**src/rtl/div_pkg.sv**
```systemverilog
// -----------------------------------------------------------------------------
// div_pkg
// Shared constants for the multi-cycle divider and its execute-stage client:
//   - divider FSM state encoding
//   - request/result handshake levels
//   - execute ALU op codes that select DIV (signed) or DIVU (unsigned)
//   - a helper that maps an execute op code onto the divider's signed flag
// -----------------------------------------------------------------------------
package div_pkg;

  // Operand width of the integer datapath.
  localparam int DIV_DATA_W = 32;

  // Divider FSM states. The encodings are shared with execute-stage debug
  // views, so they are pinned explicitly.
  typedef enum logic [1:0] {
    DIV_FREE    = 2'b00,
    DIV_BY_ZERO = 2'b01,
    DIV_ON      = 2'b10,
    DIV_END     = 2'b11
  } div_state_e;

  // Handshake levels seen by the execute stage.
  localparam logic DIV_START            = 1'b1;
  localparam logic DIV_STOP             = 1'b0;
  localparam logic DIV_RESULT_READY     = 1'b1;
  localparam logic DIV_RESULT_NOT_READY = 1'b0;

  // Execute-stage ALU op codes that issue a divide request.
  localparam logic [7:0] EXE_DIV_OP  = 8'b0001_1010;
  localparam logic [7:0] EXE_DIVU_OP = 8'b0001_1011;

  // Execute drives signed_div_i from this: only DIV is two's complement.
  function automatic logic is_signed_div(input logic [7:0] aluop);
    return (aluop == EXE_DIV_OP);
  endfunction

endpackage

```
**src/rtl/div.sv**
```systemverilog
// -----------------------------------------------------------------------------
// div
// Multi-cycle radix-2 restoring divider for DIV / DIVU. One quotient bit is
// produced per clock, 32 iterations per divide. The execute stage raises
// start_i with the operands, holds it, and waits for ready_o; the divider then
// presents {remainder, quotient} for the HI/LO writes until start_i drops.
//
// Ports:
//   clk          rising-edge clock
//   rst          asynchronous, active-low reset
//   signed_div_i 1 = DIV (two's complement), 0 = DIVU
//   opdata1_i    dividend
//   opdata2_i    divisor
//   start_i      request, held high by execute until the result is consumed
//   annul_i      cancels a pending or in-flight divide (pipeline flush)
//   result_o     {remainder, quotient}; zero whenever ready_o is low
//   ready_o      result valid
//
// Results follow MIPS semantics: the quotient truncates toward zero and the
// remainder takes the sign of the dividend. Division by zero is not trapped;
// it completes with an all-zero result.
// -----------------------------------------------------------------------------
module div
  import div_pkg::*;
#(
  parameter int DATA_W = DIV_DATA_W
) (
  input  logic                  clk,
  input  logic                  rst,
  input  logic                  signed_div_i,
  input  logic [DATA_W-1:0]     opdata1_i,
  input  logic [DATA_W-1:0]     opdata2_i,
  input  logic                  start_i,
  input  logic                  annul_i,
  output logic [2*DATA_W-1:0]   result_o,
  output logic                  ready_o
);

  // Counter must be able to hold the value DATA_W itself.
  localparam int                CNT_W      = $clog2(DATA_W) + 1;
  localparam logic [CNT_W-1:0]  LAST_ITER  = CNT_W'(DATA_W);

  div_state_e                   state_reg;
  logic [CNT_W-1:0]             cnt_reg;
  // Working register layout: [2W:W+1] partial remainder, [W:1] dividend bits
  // still to be consumed, with quotient bits shifting in at bit 0.
  logic [2*DATA_W:0]            work_reg;
  logic [DATA_W-1:0]            divisor_reg;
  logic                         rem_neg_reg;   // signed and dividend < 0
  logic                         quo_neg_reg;   // signed and signs differ

  // ---------------------------------------------------------------------------
  // Operand magnitudes at request time. In unsigned mode the raw value is the
  // magnitude. The most negative signed value negates to itself, which read as
  // unsigned is exactly 2^(W-1), so no special case is needed.
  // ---------------------------------------------------------------------------
  logic                         op1_neg;
  logic                         op2_neg;
  logic [DATA_W-1:0]            op1_mag;
  logic [DATA_W-1:0]            op2_mag;

  always_comb begin
    op1_neg = signed_div_i & opdata1_i[DATA_W-1];
    op2_neg = signed_div_i & opdata2_i[DATA_W-1];
    op1_mag = op1_neg ? ({DATA_W{1'b0}} - opdata1_i) : opdata1_i;
    op2_mag = op2_neg ? ({DATA_W{1'b0}} - opdata2_i) : opdata2_i;
  end

  // ---------------------------------------------------------------------------
  // Trial subtraction: the shifted partial remainder against the divisor. The
  // extra top bit is the borrow; set means the divisor did not fit.
  // ---------------------------------------------------------------------------
  logic [DATA_W:0]              trial_diff;

  always_comb begin
    trial_diff = {1'b0, work_reg[2*DATA_W-1:DATA_W]} - {1'b0, divisor_reg};
  end

  // ---------------------------------------------------------------------------
  // Final sign fix-up once all iterations are done.
  // ---------------------------------------------------------------------------
  logic [DATA_W-1:0]            quo_mag;
  logic [DATA_W-1:0]            rem_mag;
  logic [DATA_W-1:0]            quo_final;
  logic [DATA_W-1:0]            rem_final;

  always_comb begin
    quo_mag   = work_reg[DATA_W-1:0];
    rem_mag   = work_reg[2*DATA_W:DATA_W+1];
    quo_final = quo_neg_reg ? ({DATA_W{1'b0}} - quo_mag) : quo_mag;
    rem_final = rem_neg_reg ? ({DATA_W{1'b0}} - rem_mag) : rem_mag;
  end

  // ---------------------------------------------------------------------------
  // Control FSM and datapath registers. Outputs are registered here so nothing
  // combinational reaches result_o / ready_o from the inputs.
  // ---------------------------------------------------------------------------
  always_ff @(posedge clk or negedge rst) begin
    if (!rst) begin
      state_reg   <= DIV_FREE;
      cnt_reg     <= '0;
      work_reg    <= '0;
      divisor_reg <= '0;
      rem_neg_reg <= 1'b0;
      quo_neg_reg <= 1'b0;
      result_o    <= '0;
      ready_o     <= DIV_RESULT_NOT_READY;
    end else begin
      case (state_reg)
        DIV_FREE: begin
          result_o <= '0;
          ready_o  <= DIV_RESULT_NOT_READY;
          if (start_i == DIV_START && !annul_i) begin
            divisor_reg <= op2_mag;
            rem_neg_reg <= op1_neg;
            quo_neg_reg <= op1_neg ^ op2_neg;
            if (opdata2_i == '0) begin
              state_reg <= DIV_BY_ZERO;
            end else begin
              state_reg <= DIV_ON;
              cnt_reg   <= '0;
              work_reg  <= {{DATA_W{1'b0}}, op1_mag, 1'b0};
            end
          end
        end

        DIV_BY_ZERO: begin
          // The zero result is published by END on its first cycle.
          work_reg  <= '0;
          state_reg <= DIV_END;
        end

        DIV_ON: begin
          if (annul_i) begin
            state_reg <= DIV_FREE;
            cnt_reg   <= '0;
          end else if (cnt_reg != LAST_ITER) begin
            if (trial_diff[DATA_W]) begin
              work_reg <= {work_reg[2*DATA_W-1:0], 1'b0};
            end else begin
              work_reg <= {trial_diff[DATA_W-1:0], work_reg[DATA_W-1:0], 1'b1};
            end
            cnt_reg <= cnt_reg + 1'b1;
          end else begin
            result_o  <= {rem_final, quo_final};
            ready_o   <= DIV_RESULT_READY;
            state_reg <= DIV_END;
            cnt_reg   <= '0;
          end
        end

        DIV_END: begin
          // Arriving from BY_ZERO, ready is still low: raise it with a zero
          // result first so the requester always sees at least one valid cycle.
          if (ready_o == DIV_RESULT_NOT_READY) begin
            result_o <= '0;
            ready_o  <= DIV_RESULT_READY;
          end else if (start_i == DIV_STOP) begin
            result_o  <= '0;
            ready_o   <= DIV_RESULT_NOT_READY;
            state_reg <= DIV_FREE;
          end
        end

        default: begin
          state_reg <= DIV_FREE;
          result_o  <= '0;
          ready_o   <= DIV_RESULT_NOT_READY;
        end
      endcase
    end
  end

endmodule

```
**config.mk**
```make
export PLATFORM = sky130hd
export DESIGN_NAME = div
export DESIGN_NICKNAME = d
export VERILOG_FILES = /design/src/rtl/div_pkg.sv /design/src/rtl/div.sv
export SDC_FILE = /design/constraint.sdc
export NUM_CORES = 1
export LEC_CHECK = 0
export ABC_AREA = 1
export BUFFER_PORTS_ARGS = -buffer_cell sky130_fd_sc_hd__buf_2
export CAP_MARGIN = 25
export CORE_ASPECT_RATIO = 1.1
export CORE_UTILIZATION = 27
export CTS_BUF_LIST = sky130_fd_sc_hd__clkbuf_2 sky130_fd_sc_hd__clkbuf_4 sky130_fd_sc_hd__clkbuf_8
export CTS_CLUSTER_DIAMETER = 150
export DETAILED_ROUTE_END_ITERATION = 8
export PLACE_DENSITY_LB_ADDON = 0.15
export SETUP_SLACK_MARGIN = 0.2
export SYNTH_ARGS = -nofsm -noshare
export SYNTH_HDL_FRONTEND = slang
export SYNTH_SLANG_ARGS = --single-unit
```
**constraint.sdc**
```tcl
create_clock -name clk -period 5.7 [get_ports clk]
set_clock_uncertainty 0.2 [all_clocks]
set_input_delay 1.14 -clock clk [delete_from_list [all_inputs] [get_ports clk]]
set_output_delay 1.14 -clock clk [all_outputs]
set_load 0.05 [all_outputs]
```
* After elaboration in Yosys (flattened, before gate mapping) *
Index checks and enable logic that the tools add are counted.

storage, ports and cells
  register bits = 172
  input bits = 69
  output and inout bits = 65

cells by class
  add/subtract/negate cells = 6
  equality and inequality tests = 13
  multiplexer cells = 32
  bitwise operators = 3
  reductions and logical operators = 13

operators by type and width
  kind                   count
  $mux 65                5
  $mux 64                4
  $pmux 65 s3            1
  $pmux 64 s3            1
  $mux 32                4
  $sub 1x32->32 const A  4
  $sub 32x32->33         1
  $logic_not 32->1       1
  $mux 6                 4
  $ne 2x2->1 const B     7
  $mux 2                 6
  $pmux 6 s2             1
  $pmux 2 s4             1
  $reduce_and 4->1       2
  $add 6x1->6 const B    1
  $ne 3x3->1 const B     2
  $ne 6x6->1 const B     1
  $reduce_and 3->1       2
  $reduce_bool 3->1      2
  $reduce_and 5->1       1
  $eq 2x2->1 const B     2
  $mux 1                 4
  $pmux 1 s3             1
  $and 1x1->1            2
  7 further kinds        7

* Logic depth before layout (Yosys ltp) *
Gate-level depths: netlist (run 1).

  word-level depth = 5
  depth in mapped cells = 17
  depth with buffers taken out = 16

* Worst setup path before layout (run 1) *
No wires, ideal clock.

  kind = input to register
  start point = in opdata2_i[0]
  end point = reg work_reg[63]
  library setup time = 0.116 ns
  data arrival time = 2.393 ns
  required time = 5.384 ns
  slack = 2.991 ns
  stages on the path = 14
  cell sequence = inv_1 > ha_1 > nand2_1 > nor2_4 > nand2_2 > nor2_2 > nand2_1 > nand3_2 > nor2_4 > buf_6 > nand2_1 > clkinv_1 > nand2_1 > nand2_1

between the ends
  cells in the longest elaborated chain, start to end = 3

ends and longest elaborated chain
  what                        RTL line    source
  start, declared             div.sv:32   input logic [DATA_W-1:0] opdata2_i,
  $logic_not 32->1            div.sv:117  if (opdata2_i == '0) begin
  $ne 2x2->1 (no line)        n/a
  $reduce_and 5->1 (no line)  n/a
  end signal, assigned        div.sv:122  work_reg <= {{DATA_W{1'b0}}, op1_mag, 1'b0};
  end signal, assigned        div.sv:139  work_reg <= {work_reg[2*DATA_W-1:0], 1'b0};
  end signal, assigned        div.sv:141  work_reg <= {trial_diff[DATA_W-1:0], work_reg[DATA_W-1:0], 1'b1};
  end, declared               div.sv:47   logic [2*DATA_W:0] work_reg;

No other way between the ends.
A chain may end at the register's enable or synchronous reset.

* Final worst setup path (run 1) *
  start point = in opdata2_i[0]
  end point = reg work_reg[42]

The elaborated chain is that of the path after synthesis.

==> impl_metrics.tcl, run 1 <==
set metrics [dict create \
    multi_input_area_mm2 0.00770 \
    status "finished, final reports clean" \
    startpoint_type "input port" \
    detail_route.first_pass.iterations 5 \
    tns_ns 0 \
    clk_path_buf_depth 2 \
    async_reset_ff_share_pct 100 \
    fillers 5619 \
    routed_wl_um 45600 \
    syn_inst 2182 \
    reg2reg_depth 8 \
    min_path_cells 2 \
    drt-initial-drc-count 823 \
    insertion_delay_ns 0.55 \
    placed_cells 2914 \
    end_kind "flip-flop" \
    wl_per_cell_um 15.5 \
    finalHoldViolCount 0 \
    viasPerCell 4.60 \
    rsz0062_at_grt "false" \
    critical-path-slowest-cell "inv_2" \
    synth_largest_area_cell "dfrtp_1" \
    cts_setup_buffers 0 \
    leakagePower_nw 8.41 \
    peakVddDrop_v 0.000272 \
    num_antenna_cells 0 \
    cts_resized 0 \
    ys_seq_area_share_pct 31.7 \
    critPathKind "input port to flip-flop" \
    cp_cell_sequence "buf_2 -> inv_1 -> ha_1 -> nand2_1 -> nor2_4 -> nand2_2 -> nor2_2 -> nand2_1 -> nand3_2 -> inv_2 -> o21ai_0" \
    timing.rr.end "work_reg[63]" \
    grt_pass1_wl_um 72000 \
    largest_reg_flops 65 \
    holdBufCountCts 0 \
    synthTopCellsByArea "dfrtp_1 (32%), nand2_1 (21%), inv_1 (8.8%), nand3_1 (8.2%), nor2_1 (5.5%)" \
    first_global_vias 13100 \
    syn-num-nets 2296 \
    ys_types 49 \
    num_rows 85 \
    synthesis.area_mm2 0.0136 \
    crit_required_ns 5.89 \
    ys_seq_elements 172 \
    io_buffers 133 \
    die_h_um 237 \
    synth-edff-count 0 \
    synth-warning-count 0 \
    grt_max_degree 86 \
    antenna_found_initial 0 \
    arrival_ns 3.75 \
    design.core.area_mm2 0.0493 \
    register_area_mm2 0.00430 \
    max_slew_margin_pct 33.7 \
    postRouteAntennaNets 0 \
    power.density_mw_per_mm2 411 \
    worstHoldEndpoint "result_o[11]" \
    cts_buffers 17 \
    crit-reg2reg-launch "state_reg[0]" \
    routabilityCongestion 0.898 \
    drc 0 \
    cp_max_fo 50 \
    finalNonFillerCells 2946 \
    ys.flop_type "dfrtp_1" \
    min-delay-start "result_o[11]" \
    clk_pin_slew_ns 0.11 \
    drive_above_1_share_pct 9.29 \
    crit_top_cell "nand2_1" \
    min_period_over_period_pct 62.5 \
    fp.dieW_um 216 \
    critPathMaxStageDelay_ns 1.00 \
    vias 13500 \
    place_hpwl_um 35800 \
    setup_viol 0 \
    finalPower_w 0.00627 \
    synth_top_area_share_pct 31.7 \
    initial_core_util_pct 27.5 \
    overflow 0 \
    htreeDepth 4 \
    track_usage_pct 18.0 \
    hp-class "flip-flop to flip-flop" \
    ff2ff_setup_slack_ns 2.25 \
    max_freq_mhz 281 \
    num_io_pins 134 \
    syn_to_final_growth_pct 12.0 \
    tightest_slew_ns 0.994 \
    cts_root_buf "clkbuf_8" \
    max_cap_violations 0 \
    die_area_mm2 0.0512 \
    nNetsFinal 2395 \
    maxSlewViolCount 0 \
    finalCriticalPeriod_ns 3.56 \
    avgSynthCellArea_um2 6.23 \
    cts_tree "yes" \
    cts.sinks 172 \
]
==> area by class of cell <==
| class | count | area share (%) |
|---|---|---|
| Tap cell | 652 | 5.36 |
| Clock buffer | 17 | 1.54 |
| Timing Repair Buffer | 144 | 5.10 |
| Multi-Input combinational cell | 1618 | 50.6 |
| Clock inverter | 15 | 1.07 |
| Inverter | 328 | 8.08 |
| Sequential cell | 172 | 28.3 |
==> layout by cell type, fill, tap and decap left out, drive strengths merged <==
cell type / synthesis / routed
a21boi: 7 / 7
a21o: 2 / 2
a21oi: 53 / 53
a22o: 1 / 1
a31o: 1 / 1
a31oi: 3 / 3
and2: 4 / 4
and3: 2 / 2
buf: 36 / 143
clkbuf: 28 / 18
clkinv: 4 / 7
clkinvlp: 0 / 1
dfrtp: 172 / 172
fa: 1 / 1
ha: 44 / 44
inv: 324 / 335
nand2: 774 / 774
nand3: 225 / 225
nand3b: 6 / 6
nand4: 28 / 28
nor2: 205 / 205
nor3: 19 / 19
nor4: 1 / 1
o211ai: 3 / 3
o21a: 2 / 2
o21ai: 154 / 154
o21bai: 3 / 3
o22ai: 7 / 7
o31ai: 3 / 3
or2: 9 / 9
xnor2: 14 / 14
xor2: 47 / 47
==> per-stage QoR <==
stage / area (µm²) / setup WS, ns / utilization (%) / hold WS (ns)
2_1_floorplan: 13600 / 2.99 / - / 0.249
3_3_place_gp: 14800 / 1.67 / 30.0 / 0.258
3_5_place_dp: 14800 / 1.56 / 30.1 / 0.261
4_1_cts: 15200 / 2.16 / 30.9 / 0.291
5_1_grt: 15200 / 1.91 / 30.9 / 0.309
6_report: 15200 / 2.14 / 30.9 / 0.284
==> power by group <==
part           total [W]  leakage [nW]  switching, W  internal (W)
Sequential       0.00182          2.28      0.000262       0.00156
Combinational    0.00353          5.93       0.00256      0.000965
Clock           0.000923         0.199      0.000591      0.000332
Total            0.00627          8.41       0.00341       0.00285
==> routing by layer <==
| metal | GRT usage (%) | part of all wire, % | vias to the layer above |
|---|---|---|---|
| met1 | 23.4 | 47 | 6143 |
| li1 | - | - | 7041 |
| met2 | 30.6 | 47 | 294 |
| met5 | 0 | 0 | - |
| met4 | 6.85 | 2.7 | 0 |
| met3 | 2.11 | 3.3 | 60 |
==> worst max-delay path by stage <==
stage	start	end	slack, ns	cells past startpoint
after floorplan	opdata2_i[0]	work_reg[63]	2.99	14
after global placement	opdata2_i[0]	work_reg[62]	1.67	14
after detailed placement	opdata2_i[0]	work_reg[63]	1.56	14
after CTS	opdata2_i[0]	work_reg[63]	2.16	14
after global routing	opdata2_i[0]	work_reg[57]	1.91	14
final	opdata2_i[0]	work_reg[42]	2.14	11
==> cells in the mapped netlist (9+ instances only) <==
library cell	instances
nand2_1	768
inv_1	317
nand3_1	222
nor2_1	199
dfrtp_1	172
o21ai_0	98
o21ai_1	54
a21oi_1	52
xor2_1	47
ha_1	44
clkbuf_1	28
nand4_1	28
buf_2	17
nor3_1	17
xnor2_1	14
buf_6	9
==> critical path: cells and delay by family <==
kind            cells  cell delay (ns)
simple gates        6             1.07
compound gates      1             0.16
fa+ha+maj           1             0.21
buf+inv             3             1.12
==> kinds of logic after synthesis <==
| kind of cell | count (synthesis) | share of synthesized area (%) |
|---|---|---|
| simple gates | 1273 | 39.1 |
| buf+inv | 392 | 11.7 |
| compound gates | 239 | 9.45 |
| flops | 172 | 31.7 |
| xor+xnor | 61 | 3.93 |
| fa+ha+maj | 45 | 4.20 |
(Power assumes the default switching activity.)
==> run 2: changes to the inputs <==
==> constraint.sdc (replaced) <==
create_clock -name clk -period 3.02 [get_ports clk]
set_clock_uncertainty 0.2 [all_clocks]
set_input_delay 0.604 -clock clk [delete_from_list [all_inputs] [get_ports clk]]
set_output_delay 0.604 -clock clk [all_outputs]
set_load 0.05 [all_outputs]
==> run 2 against run 1 <==
Effect of this change:
- setup slack got worse by 1.7 ns
- critical path type is now flip-flop to flip-flop
- total power rose by 92%
- non-clock buffer count rose by 34
==> impl_metrics.tcl, run 2 (synthesis gave the netlist of run 1 again) <==
set metrics [dict create \
    min_path_cells 4 \
    num_io_pins 134 \
    track_usage_pct 18.1 \
    max_cap_violations 0 \
    dp_slack_ns 0.0953 \
    design.core.area_mm2 0.0493 \
    intPower_w 0.00559 \
    drt-initial-drc-count 863 \
    drive_above_1_share_pct 10.7 \
    antenna_found_initial 1 \
    p_sw_share_pct 53.5 \
    postRouteAntennaNets 0 \
    min-delay-start "opdata2_i[30]" \
    layout_commonest_cell "nand2_1" \
    viasPerCell 4.58 \
    fp.dieW_um 216 \
    ff2ff_setup_slack_ns 0.41 \
    grt_max_degree 67 \
    syn_to_final_growth_pct 14.3 \
    end_kind "flip-flop" \
    worstHoldEndpoint "divisor_reg[30]" \
    cts.sinks 172 \
    critPathKind "flip-flop to flip-flop" \
    maxSlewViolCount 0 \
    finalHoldViolCount 0 \
    initial_core_util_pct 27.5 \
    wl_per_cell_um 15.3 \
    insertion_delay_ns 0.54 \
    p_sw_w 0.00643 \
    final_cell_mix "nand2_1 (767), inv_1 (316), nand3_1 (222)" \
    power.density_mw_per_mm2 774 \
    arrival_ns 2.87 \
    detail_route.first_pass.iterations 7 \
    combPwrFrac_pct 56.9 \
    crit_required_ns 3.28 \
    crit-reg2reg-launch "work_reg[32]" \
    vias 13700 \
    setup_viol 0 \
    timing.rr.end "work_reg[63]" \
    tightest_slew_ns 0.840 \
    place_hpwl_um 36800 \
    cts_buffers 17 \
    grt_pass1_wl_um 72700 \
    die_area_mm2 0.0512 \
    rsz0062_at_grt "false" \
    finalPower_w 0.0120 \
    setup_ws_ns 0.412 \
    cp_max_fo 31 \
    drc 0 \
    startpoint_type "flip-flop" \
    first_global_vias 13200 \
    largest_reg_flops 65 \
    crit_path_start "work_reg[32]" \
    min_period_over_period_pct 86.4 \
    routed_wl_um 45700 \
    max_freq_mhz 383 \
    clk_path_buf_depth 2 \
    tns_ns 0 \
    leakagePower_nw 8.59 \
    whs_ns 0.174 \
    finalCriticalPeriod_ns 2.61 \
    nNetsFinal 2429 \
    clk_pin_slew_ns 0.11 \
    status "finished, final reports clean" \
    io_buffers 133 \
    cts_root_buf "clkbuf_8" \
    power_frac_clock_pct 14.5 \
    finalNonFillerCells 2981 \
    hp-class "input port to flip-flop" \
    htreeDepth 4 \
    cts_tree "yes" \
    routabilityCongestion 0.915 \
    pwr-share-seq_pct 28.6 \
    die_h_um 237 \
    reg2reg_depth 17 \
    overflow 0 \
    max_slew_margin_pct 43.9 \
    placed_cells 2947 \
    num_rows 85 \
    peakVddDrop_v 0.000405 \
]
run 2: changes by cell type in the layout (fill, tap and decap cells not counted), sizes merged:
cell / previous run / this run
bufinv: 0 / 1
dlygate4sd3: 0 / 1
clkinv: 7 / 6
inv: 335 / 334
buf: 143 / 176
clkinvlp: 1 / 2
diode: 0 / 1
run 2: how the worst max path moves through the flow:
stage                   endpoint  slack [ns]  cells past startpoint
floorplan           work_reg[52]        0.74                     16
global placement    work_reg[64]        0.16                     14
detailed placement  work_reg[26]         0.1                     12
CTS                 work_reg[63]        0.28                     17
global route        work_reg[64]        0.20                     13
finish              work_reg[63]        0.41                     17
run 2: timing repair:
action | CTS | global route
endpoints found under the setup margin | 0 | 31
gates resized for setup | 0 | 4
endpoints found under the hold margin | 49 | 0
setup buffers | 0 | 0
hold buffers | 1 | 0
run 2: through the flow:
stage,instance area [µm²],utilization [%]
after floorplan,13600,-
after global placement,15100,30.6
after detailed placement,15100,30.6
after CTS,15500,31.5
after global routing,15500,31.5
final,15500,31.5
run 2: power groups by stage:
stage | clock network, W | logic, W | registers (W)
floorplan | 0 | 0.00443 | 0.00392
global placement | 0 | 0.00689 | 0.00348
detailed placement | 0 | 0.00689 | 0.00349
CTS | 0.00183 | 0.00691 | 0.00344
global route | 0.00189 | 0.00771 | 0.00353
finish | 0.00174 | 0.00684 | 0.00344
run 2: layer usage:
| metal | vias up | track usage, % | share of wire [%] |
|---|---|---|---|
| met5 | - | 0 | 0 |
| met4 | 0 | 5.68 | 2.2 |
| met3 | 49 | 2.18 | 2.9 |
| met2 | 272 | 31.0 | 47 |
| met1 | 6248 | 23.7 | 47 |
| li1 | 7098 | - | - |
run 2: critical path, cell delays in order (launching register included):
cell      delay, ns
dfrtp_1        0.41
inv_1          0.10
ha_1           0.22
fa_1           0.39
inv_2          0.09
nand2_1        0.08
nand2_1        0.07
nand3_1        0.06
nand2_1        0.11
nand2_1        0.08
nand2_2        0.11
nand2_4        0.08
buf_6          0.20
nand3_1        0.10
nand2_1        0.06
clkinv_1       0.07
nand2_1        0.05
nand2_1        0.05
run 2: layout make-up:
cell class,instances,area [µm²]
fill,5597,33800
clock buffer,17,234
sequential,172,4300
timing repair buffer,178,1070
inverter,328,1230
antenna,1,2.50
multi-input combinational,1618,7710
tap,652,816
clock inverter,15,173
==> run 3: changes to the inputs <==
--- a/config.mk
+++ b/config.mk
@@ -8,10 +8,11 @@
 export ABC_AREA = 1
 export BUFFER_PORTS_ARGS = -buffer_cell sky130_fd_sc_hd__buf_2
 export CAP_MARGIN = 25
-export CORE_ASPECT_RATIO = 1.1
+export CORE_ASPECT_RATIO = 1.75
 export CORE_UTILIZATION = 27
 export CTS_BUF_LIST = sky130_fd_sc_hd__clkbuf_2 sky130_fd_sc_hd__clkbuf_4 sky130_fd_sc_hd__clkbuf_8
 export CTS_CLUSTER_DIAMETER = 150
+export CTS_CLUSTER_SIZE = 40
 export DETAILED_ROUTE_END_ITERATION = 8
 export PLACE_DENSITY_LB_ADDON = 0.15
 export SETUP_SLACK_MARGIN = 0.2
==> run 3 against run 2 <==
Effect of this change:
- fmax decreased by 0.13%
- combinational power increased by 5.4%
- global-route usage increased by 2.3 points
- final area about the same
- first-iteration DRC count decreased by 17%
- core utilization decreased by 0.13 points
- non-clock buffer count increased by 1
- total power increased by 2.7%
- critical path type unchanged
- largest power group unchanged
==> impl_metrics.tcl, run 3 (synthesis gave the netlist of run 1 again) <==
set metrics [dict create \
    largest_reg_flops 65 \
    final_cell_mix "nand2_1 (767), inv_1 (317), nand3_1 (222)" \
    critical-path-slowest-cell "dfrtp_1" \
    cts.sinks 172 \
    end_kind "flip-flop" \
    placed_cells 2954 \
    met3_usage_pct 1.85 \
    max_cap_violations 0 \
    timing.rr.end "work_reg[60]" \
    nNetsFinal 2430 \
    fillers 5676 \
    tns_ns 0 \
    routabilityCongestion 0.922 \
    finalHoldViolCount 0 \
    hp-class "input port to flip-flop" \
    power.density_mw_per_mm2 794 \
    min_path_cells 4 \
    vias 13900 \
    path_buf_inv 3 \
    wl_per_cell_um 17.2 \
    use_met2_pct 40.9 \
    clk_pin_slew_ns 0.09 \
    track_usage_pct 20.5 \
    tightest_slew_ns 0.827 \
    whs_ns 0.200 \
    max_freq_mhz 383 \
    initial_core_util_pct 27.4 \
    postRouteAntennaNets 0 \
    rsz0062_at_grt "true" \
    crit_required_ns 3.26 \
    drt-initial-drc-count 715 \
    crit-reg2reg-launch "work_reg[59]" \
    viasPerCell 4.64 \
    drive_above_1_share_pct 10.7 \
    grt_max_degree 69 \
    setup_viol 0 \
    finalCriticalPeriod_ns 2.61 \
    maxSlewViolCount 0 \
    finalNonFillerCells 2990 \
    startpoint_type "flip-flop" \
    routed_wl_um 51500 \
    grt_util_met1_pct 20.2 \
    arrival_ns 2.85 \
    cp_max_fo 31 \
    cts_root_buf "clkbuf_8" \
    syn_to_final_growth_pct 14.4 \
    peakVddDrop_v 0.000460 \
    worstHoldEndpoint "divisor_reg[30]" \
    detail_route.first_pass.iterations 7 \
    die_area_mm2 0.0513 \
    design.core.area_mm2 0.0496 \
    min_period_over_period_pct 86.5 \
    crit_top_cell "nand2_1" \
    max_slew_margin_pct 44.7 \
    cp.depth 13 \
    overflow 0 \
    cts_buffers 17 \
    layout_commonest_cell "nand2_1" \
    critPathMaxStageDelay_ns 0.49 \
    htreeDepth 4 \
    first_global_vias 13800 \
    ff2ff_setup_slack_ns 0.41 \
    reg2reg_depth 13 \
    num_io_pins 134 \
    fp.dieW_um 172 \
    place_hpwl_um 42400 \
    cts_tree "yes" \
    grt_pass1_wl_um 78300 \
    die_h_um 299 \
    drc 0 \
    io_buffers 133 \
    cp_cell_sequence "ha_1 -> nand2_2 -> nor2_2 -> inv_2 -> nor3_4 -> and2_4 -> nand2_4 -> buf_6 -> nand3_1 -> nand2_1 -> inv_1 -> nand2_1 -> nand2_1" \
    insertion_delay_ns 0.51 \
    clk_path_buf_depth 2 \
    status "finished, final reports clean" \
    cp_top_family "simple AND/OR/NAND/NOR gates" \
    antenna_found_initial 1 \
    num_rows 108 \
    critPathKind "flip-flop to flip-flop" \
    top_usage_layer "met2" \
    leakagePower_nw 8.59 \
    min-delay-start "opdata2_i[30]" \
]
[run 3: cell count changes in the layout (fill, tap and decap cells not counted), moves of 2 or more]
cell	previous run	this run
inv_8	3	0
buf_12	4	6
clkinv_2	0	2
clkinv_4	0	2
clkinv_8	2	0
[run 3: report_power, final]
| group | leakage (nW) | total, W | switching, W | internal (W) |
|---|---|---|---|---|
| clock network | 0.189 | 0.00168 | 0.00100 | 0.000678 |
| logic | 6.12 | 0.00721 | 0.00517 | 0.00204 |
| registers | 2.28 | 0.00346 | 0.000528 | 0.00294 |
| total | 8.59 | 0.0123 | 0.00670 | 0.00565 |
[run 3: per-stage QoR]
step | area (µm²) | worst slack, ns | util, % | power [W]
global placement | 15100 | 0.201 | 30.5 | 0.0108
floorplan | 13600 | 0.738 | - | 0.00835
finish | 15600 | 0.408 | 31.4 | 0.0123
global route | 15600 | 0.184 | 31.4 | 0.0134
CTS | 15500 | 0.327 | 31.3 | 0.0125
detailed placement | 15100 | 0.164 | 30.5 | 0.0108
[run 3: how the worst max path moves through the flow]
stage	to	startpoint
after floorplan	work_reg[52]	work_reg[32]
after detailed placement	work_reg[37]	opdata2_i[0]
final	work_reg[60]	work_reg[59]
after global placement	work_reg[64]	opdata2_i[0]
after CTS	work_reg[60]	divisor_reg[0]
after global routing	work_reg[56]	work_reg[32]
[run 3: worst register-to-register path, cell delays in order (launching register included)]
cell	delay, ns
dfrtp_1	0.49
ha_1	0.41
nand2_2	0.10
nor2_2	0.15
inv_2	0.08
nor3_4	0.27
and2_4	0.23
nand2_4	0.07
buf_6	0.20
nand3_1	0.11
nand2_1	0.05
inv_1	0.08
nand2_1	0.05
nand2_1	0.05
[run 3: layer usage]
| metal | routed length, µm | up-vias |
|---|---|---|
| met5 | 0 | - |
| met4 | 2470 | 0 |
| met3 | 1070 | 82 |
| met2 | 28900 | 268 |
| met1 | 19100 | 6417 |
| li1 | - | 7099 |
[run 3: layout make-up]
class                   instances  area (µm²)  area share, %
well taps                     660         826           5.31
clock buffers                  18         241           1.55
flip-flops and latches        172        4300           27.7
inverters                     328        1230           7.92
repair buffers                179        1100           7.08
multi-input cells            1618        7710           49.6
clock inverters                14         134          0.861
diodes                          1        2.50         0.0161
[run 3: what timing repair did]
| item | CTS | global route |
|---|---|---|
| endpoints found under the setup margin | 0 | 31 |
| endpoints found under the hold margin | 63 | 0 |
| setup buffers | 0 | 2 |
| gates resized for setup | 0 | 3 |
| hold buffers | 1 | 0 |
